<file path="config.mk">
export PLATFORM = sky130hd
export DESIGN_NAME = writeback_arb
export DESIGN_NICKNAME = d
export VERILOG_FILES = /design/src/rtl/writeback_arb_pkg.sv /design/src/rtl/writeback_arb_arbiter.sv /design/src/rtl/writeback_arb.sv
export SDC_FILE = /design/constraint.sdc
export NUM_CORES = 1
export LEC_CHECK = 0
export ABC_AREA = 1
export ABC_CLOCK_PERIOD_IN_PS = 1300
export CORE_MARGIN = 5
export CORE_UTILIZATION = 40
export CTS_BUF_LIST = sky130_fd_sc_hd__clkbuf_8
export DETAILED_ROUTE_END_ITERATION = 12
export PLACE_DENSITY_LB_ADDON = 0.2
export SYNTH_ARGS = -nofsm -noshare
export SYNTH_HDL_FRONTEND = slang
export SYNTH_SLANG_ARGS = --single-unit
</file>
<file path="constraint.sdc">
create_clock -name clock -period 1.3 [get_ports clock]
set_input_delay 0.26 -clock clock [delete_from_list [all_inputs] [get_ports clock]]
set_output_delay 0.26 -clock clock [all_outputs]
set_load 0.01 [all_outputs]
</file>
<file path="src/rtl/writeback_arb_pkg.sv">
// Shared constants for the swt16 writeback stage: default widths, arbiter
// mode encodings and a helper that sizes the round-robin pointer.
package writeback_arb_pkg;

    localparam int unsigned IALU_WORD_WIDTH_DEF = 16;
    localparam int unsigned REG_IDX_WIDTH_DEF   = 4;

    localparam int unsigned ARB_FIXED = 0;
    localparam int unsigned ARB_RR    = 1;

    // Pointer needs at least one bit even for a single source.
    function automatic int unsigned ptr_width(input int unsigned n);
        return (n > 1) ? $clog2(n) : 1;
    endfunction

endpackage

</file>
<file path="src/rtl/writeback_arb_arbiter.sv">
// wb_rr_arbiter: turns the source valid vector into a one-hot (or zero) grant.
// Fixed mode grants the lowest valid index. Round-robin mode searches from the
// pointer with wrap, then moves the pointer one past the granted source.
//   clock  in   core clock
//   reset  in   asynchronous active-low reset (grant forced to 0 while low)
//   valid  in   NUM_SRC request vector
//   grant  out  NUM_SRC one-hot grant
module wb_rr_arbiter
    import writeback_arb_pkg::*;
#(
    parameter int unsigned NUM_SRC  = 2,
    parameter int unsigned ARB_MODE = ARB_FIXED
) (
    input  logic               clock,
    input  logic               reset,
    input  logic [NUM_SRC-1:0] valid,
    output logic [NUM_SRC-1:0] grant
);

    localparam int unsigned PW = ptr_width(NUM_SRC);

    logic [PW-1:0] ptr;
    logic [PW-1:0] ptr_nxt;

    always_comb begin
        int unsigned k;
        grant   = '0;
        ptr_nxt = ptr;
        k       = 0;
        if (ARB_MODE == ARB_RR) begin
            for (int unsigned i = 0; i < NUM_SRC; i++) begin
                k = int'(ptr) + i;
                if (k >= NUM_SRC) k = k - NUM_SRC;
                if (grant == '0 && valid[k]) begin
                    grant[k] = 1'b1;
                    ptr_nxt  = (k + 1 == NUM_SRC) ? '0 : PW'(k + 1);
                end
            end
        end else begin
            for (int unsigned i = 0; i < NUM_SRC; i++) begin
                if (grant == '0 && valid[i]) grant[i] = 1'b1;
            end
        end
        if (!reset) grant = '0;
    end

    always_ff @(posedge clock or negedge reset) begin
        if (!reset) begin
            ptr <= '0;
        end else if (grant != '0) begin
            ptr <= ptr_nxt;
        end
    end

endmodule

</file>
<file path="src/rtl/writeback_arb.sv">
// writeback_arb: arbitrates NUM_SRC result producers onto the single register
// file write port. An accepted result is driven on the port for exactly one
// cycle after the accepting edge; the forwarding valid mirrors the write enable.
//   clock                     in   core clock
//   reset                     in   asynchronous active-low reset
//   in_flush                  in   squash the write being registered this cycle
//   in_valid                  in   per-source result valid
//   in_res                    in   packed results, src i at [i*W +: W]
//   in_res_reg_idx            in   packed destination indices
//   out_ready                 out  one-hot (or zero) grant
//   out_act_write_res_to_reg  out  register file write enable
//   out_res                   out  write data (qualify with enable)
//   out_res_reg_idx           out  write index (qualify with enable)
//   out_fwd_valid             out  forwarding valid, equals write enable
//   out_acc_cnt               out  packed per-source accept counters
module writeback_arb
    import writeback_arb_pkg::*;
#(
    parameter int unsigned NUM_SRC         = 2,
    parameter int unsigned IALU_WORD_WIDTH = IALU_WORD_WIDTH_DEF,
    parameter int unsigned REG_IDX_WIDTH   = REG_IDX_WIDTH_DEF,
    parameter int unsigned ARB_MODE        = ARB_FIXED,
    parameter int unsigned ZERO_REG_RO     = 1,
    parameter int unsigned CNT_WIDTH       = 16
) (
    input  logic                               clock,
    input  logic                               reset,
    input  logic                               in_flush,
    input  logic [NUM_SRC-1:0]                 in_valid,
    input  logic [NUM_SRC*IALU_WORD_WIDTH-1:0] in_res,
    input  logic [NUM_SRC*REG_IDX_WIDTH-1:0]   in_res_reg_idx,
    output logic [NUM_SRC-1:0]                 out_ready,
    output logic                               out_act_write_res_to_reg,
    output logic [IALU_WORD_WIDTH-1:0]         out_res,
    output logic [REG_IDX_WIDTH-1:0]           out_res_reg_idx,
    output logic                               out_fwd_valid,
    output logic [NUM_SRC*CNT_WIDTH-1:0]       out_acc_cnt
);

    logic [NUM_SRC-1:0]         grant;
    logic                       accept;
    logic [IALU_WORD_WIDTH-1:0] sel_res;
    logic [REG_IDX_WIDTH-1:0]   sel_idx;
    logic                       act_d;
    logic                       act_q;
    logic [IALU_WORD_WIDTH-1:0] res_q;
    logic [REG_IDX_WIDTH-1:0]   idx_q;
    logic [CNT_WIDTH-1:0]       cnt [NUM_SRC];

    wb_rr_arbiter #(
        .NUM_SRC  (NUM_SRC),
        .ARB_MODE (ARB_MODE)
    ) u_arb (
        .clock (clock),
        .reset (reset),
        .valid (in_valid),
        .grant (grant)
    );

    assign out_ready = grant;
    assign accept    = (grant != '0);

    always_comb begin
        sel_res = '0;
        sel_idx = '0;
        for (int unsigned i = 0; i < NUM_SRC; i++) begin
            if (grant[i]) begin
                sel_res = in_res[i*IALU_WORD_WIDTH +: IALU_WORD_WIDTH];
                sel_idx = in_res_reg_idx[i*REG_IDX_WIDTH +: REG_IDX_WIDTH];
            end
        end
    end

    // Register-0 writes and flushed writes still consume the grant but never
    // raise the enable.
    assign act_d = accept && !in_flush &&
                   !((ZERO_REG_RO != 0) && (sel_idx == '0));

    always_ff @(posedge clock or negedge reset) begin
        if (!reset) begin
            act_q <= 1'b0;
            res_q <= '0;
            idx_q <= '0;
        end else begin
            act_q <= act_d;
            if (act_d) begin
                res_q <= sel_res;
                idx_q <= sel_idx;
            end
        end
    end

    always_ff @(posedge clock or negedge reset) begin
        if (!reset) begin
            for (int unsigned i = 0; i < NUM_SRC; i++) cnt[i] <= '0;
        end else begin
            for (int unsigned i = 0; i < NUM_SRC; i++) begin
                if (grant[i]) cnt[i] <= cnt[i] + 1'b1;
            end
        end
    end

    always_comb begin
        out_acc_cnt = '0;
        for (int unsigned i = 0; i < NUM_SRC; i++) begin
            out_acc_cnt[i*CNT_WIDTH +: CNT_WIDTH] = cnt[i];
        end
    end

    assign out_act_write_res_to_reg = act_q;
    assign out_fwd_valid            = act_q;
    assign out_res                  = res_q;
    assign out_res_reg_idx          = idx_q;

endmodule

</file>
# Word-level counts from Yosys, hierarchy flattened
# Index checks and enable logic that the tools add are counted.
# classes
add_sub_neg	2
muxes	7
bitwise_logic	1
n_reduce_logical	7
# ops
operator	count
$add A16 B1 Y16 const B	2
$mux W16	2
$mux W4	2
$logic_not A4 Y1	1
$logic_and A1 B1 Y1	3
$logic_not A1 Y1	2
$mux W1	2
$mux W2	1
$reduce_bool A2 Y1	1
$not A1 Y1	1
# word_totals
register_bits	53
wordCells	22

# Logic depth before layout (Yosys ltp)
# depth
word_depth	10
ltp_mapped	10
mapped_depth_nobuf	9

# Cells and area by module
# A second synthesis with hierarchy kept.
# hier_totals
cells_unflattened	349
area_unflattened_um2	2733.9
# by_module_without_submodules
module	n_inst	cells_per_inst	area_each_um2	seq_area_each_um2
writeback_arb	1	345	2716.4	1326.3
wb_rr_arbiter	1	4	17.5	0.0

# Least setup slack after synthesis
# No wires, ideal clock.
# synth_timing
path_kind	register -> register
start	register cnt, in the netlist out_acc_cnt[0]
end	register cnt, in the netlist out_acc_cnt[12]
arrival_time_ns	1.196
slack_ns	-0.018
path_stages_with_launch	8
synth_period_minus_slack_ns	1.318
path_cell_list	dfrtp_1 -> ha_1 -> nand2_1 -> nor2_1 -> nand3_1 -> nor2_1 -> nand2_1 -> xor2_1
# synth_between
elab_chain_cells	1
# synth_rtl
item	line_no	rtl
start, declared	writeback_arb.sv:48	logic [CNT_WIDTH-1:0] cnt [NUM_SRC];
start signal, assigned by index	writeback_arb.sv:98	if (grant[i]) cnt[i] <= cnt[i] + 1'b1;
$add A16 B1 Y16	writeback_arb.sv:98	
# Every way passes these cells.
# A chain may end at the register's enable or synchronous reset.

# Worst setup path after layout
# layout_timing
start	register cnt, in the netlist out_acc_cnt[1]
end	register cnt, in the netlist out_acc_cnt[12]
# Same word-level chain as after synthesis.

==> reports/metrics.cfg <==
[clock_tree]
cts.sink_count = 53
htreeDepth = 2
cts_tree = done
clockRootBuffer = clkbuf_8
clk_latency_ns = 0.30
cts_buffers = 5
path_clk_slew_ns = 0.10
cts.path.max_buffers = 2

[worst_setup_path]
path_max_fanout = 2
startpoint_type = flip-flop
cpPeakStageDelay_ns = 0.41
critical_path_arrival_ns = 1.58
path_buf_inv = 1
cp-end-kind = flip-flop
cp.required_ns = 1.50
cp_top_family = simple AND/OR/NAND/NOR gates
path_cells = buf_6, ha_4, nand2_4, nor2_4, nand3_4, nor2_4, nand2_2, xor2_1
cpMaxStageDelayCell = dfrtp_1
crit_top_cell = nor2_4
rrSetupSlack_ns = -0.08
path_class = flip-flop to flip-flop

[cells_and_area]
instances_no_fill = 576
area_growth_pct = 76.11
multi_input_area_um2 = 1466
drive_gt1_frac = 0.3006
nets = 545
finalInstanceArea_um2 = 4696
largest_register_ff_count = 32
fill_cells = 471
antenna_cells = 0
seqCellArea_um2 = 1329

[timing]
finalSetupViolCount = 6
grt_setup_unrepaired = yes
setup_ws_ns = -0.07848
drv_slew = 0
holdWs_ns = -0.0003422
hold_viol = 4
skew_ns = 0.01016
worst_pin_slew_ns = 0.3567
max_freq_mhz = 725.4
fin_crit_ns = 1.378
setup_tns_ns = -0.2215
slew_headroom = 0.7604
fin_crit_sh = 1.060

[flow_run]
max_cap_viol_count = 0

[logic_synthesis]
netlist_top_cells_area = dfrtp_1 (50%), nand2_1 (16%), a22o_1 (5.3%), nand3_1 (5.3%), xor2_1 (4.3%)
synth_fp_nets = 367
synth_top_area_cell = dfrtp_1
synth_cell_types = 22
ys.warnings.count = 0
syn_inst = 320
synth_seq_area_share = 0.4974
synth-seq-cells = 53
synth_top_area_frac = 0.4974
syn_avg_cell_area_um2 = 8.332
syn-cell-area_um2 = 2666

[routing]
wl_met1_mm = 3.761
wl_per_cell_um = 15.41
met2WireLength_mm = 4.283
dr.pass1.iters = 4
wirelength_mm = 8.874
via_per_inst = 5.000
final_antenna_net_count = 0
post-route-drc-count = 0
met3_length_um = 640
vias = 2880
top_layer = met4
drtIter0Drc = 130

[power]
leakage_uw = 0.002504
vdd_ir_drop_max_mv = 1.019
power_density_nw_per_um2 = 1193

[global_routing]
grt_max_degree = 28
grt.overflow.total = 0
grt_pass1_vias = 2703
antenna_found_initial = 0
track_usage = 0.1907
grt_pass1_wl_mm = 13.04

[floorplanning]
die_height_um = 91.65
num_io_pins = 101
die_w_um = 91.65
die_area_um2 = 8399
row_count = 29
fp.coreArea_um2 = 6422
initial_core_util = 0.4152

[place]
dp_cells = 527
dp_slack_ns = -0.5440
gp_congestion = 0.8533
placed_area_um2 = 4018
port_buffers = 100
hpwl_mm = 5.731

[status]
status = finished with violations
violations = hold timing, setup timing

[worst_hold_path]
min_path_type = input pin to async pin

[worst register-to-register path, cell delays in order (launching register included)]
cell	delay [ns]
dfrtp_1	0.41
buf_6	0.12
ha_4	0.13
nand2_4	0.06
nor2_4	0.11
nand3_4	0.09
nor2_4	0.12
nand2_2	0.07
xor2_1	0.14
[layout by cell type, fill, tap and decap left out, types with 2 or more instances in the layout]
cell             netlist  final
nand2_1              115    100
buf_4                  2     63
dfrtp_1               53     51
dlygate4sd2_1          0     41
clkdlybuf4s50_1        0     38
inv_1                 25     24
nand3_1               28     17
a22o_1                16     16
xor2_1                13     13
buf_6                  2     13
nand2_2                0     12
nor2_1                24     11
nor2_4                 1     10
nand4_1                9      9
nand3_2                0      9
clkdlybuf4s15_1        0      9
xnor2_1                9      7
nor2_2                 2      6
nand2_4                2      5
clkbuf_8               0      5
o21ai_1                0      4
inv_2                  1      3
dlymetal6s2s_1         0      3
clkbuf_2               0      3
nand2_8                0      2
nand3_4                0      2
nand3b_1               2      2
xnor2_2                0      2
nor3_1                 3      2
ha_4                   0      2
clkbuf_16              0      2
dlygate4sd3_1          0      2
dfrtp_2                0      2
buf_2                  4      2
[cell usage after synthesis]
master    number
nor2_1        24
inv_2          1
xnor2_1        9
buf_2          4
o21ai_0        4
buf_4          2
a21oi_1        1
nand3b_1       2
buf_6          2
xor2_1        13
clkbuf_1       2
ha_1           2
nor2_4         1
nand4_1        9
inv_1         25
nand2_1      115
nand2_4        2
nor2_2         2
dfrtp_1       53
nor3_1         3
a22o_1        16
nand3_1       28
[through the flow]
step,hold WS [ns],util,total power (µW)
4_1_cts,0.003462,0.6647,4983
3_5_place_dp,0.3354,0.6256,3887
6_report,-0.0003422,0.7312,5603
5_1_grt,0.007739,0.7312,5928
2_1_floorplan,-0.03559,-,2835
3_3_place_gp,0.3311,0.6256,3844
[cell families after synthesis]
| logic type | count (synthesis) | share of synthesized area |
|---|---|---|
| XOR/XNOR | 22 | 0.07227 |
| buffers and inverters | 36 | 0.06100 |
| flip-flops | 53 | 0.4974 |
| AO/OA/AOI/OAI | 21 | 0.06194 |
| AND/OR/NAND/NOR | 186 | 0.2980 |
| adder cells (fa/ha/maj) | 2 | 0.009384 |
[power by group]
| group | switching (µW) | total, µW | internal, µW |
|---|---|---|---|
| registers | 227 | 2160 | 1940 |
| clock network | 546 | 924 | 378 |
| logic | 1190 | 2520 | 1320 |
| total | 1960 | 5600 | 3640 |
[timing repair]
item,CTS,global route
gates cloned,0,4
pin swaps,16,38
hold buffers,0,2
endpoints found under the hold margin,0,1
endpoints found under the setup margin,92,47
gates resized for setup,90,79
setup buffers,23,13
[routing by layer]
layer / GRT usage / up-vias
met3: 0.04910 / 20
li1: - / 1386
met4: 0.06030 / 0
met5: 0 / -
met2: 0.2964 / 106
met1: 0.2612 / 1368
[final cells by class]
cell class | count | share of cell area
Clock inverter | 3 | 0.003730
Clock buffer | 5 | 0.01465
Sequential cell | 53 | 0.2830
Multi-Input combinational cell | 233 | 0.3123
Tap cell | 77 | 0.02052
Inverter | 26 | 0.02078
Timing Repair Buffer | 179 | 0.3451
[final timing paths]
kind | from | endpoint | depth (start not counted)
setup / recovery | out_acc_cnt[1]$_DFFE_PN0N_ | out_acc_cnt[12]$_DFFE_PN0N_ | 8
hold / removal | reset | out_acc_cnt[22]$_DFFE_PN0P_ | 2
setup reg to reg | out_acc_cnt[1]$_DFFE_PN0N_ | out_acc_cnt[12]$_DFFE_PN0N_ | 8
hold reg to reg | out_res_reg_idx[1]$_DFFE_PN0P_ | out_res_reg_idx[1]$_DFFE_PN0P_ | 2
max in group asynchronous | reset | out_acc_cnt[12]$_DFFE_PN0N_ | 3
min in group clock | in_valid[0] | out_acc_cnt[0]$_DFFE_PN0N_ | 4
No activity file was read; power rests on OpenSTA's default activity.
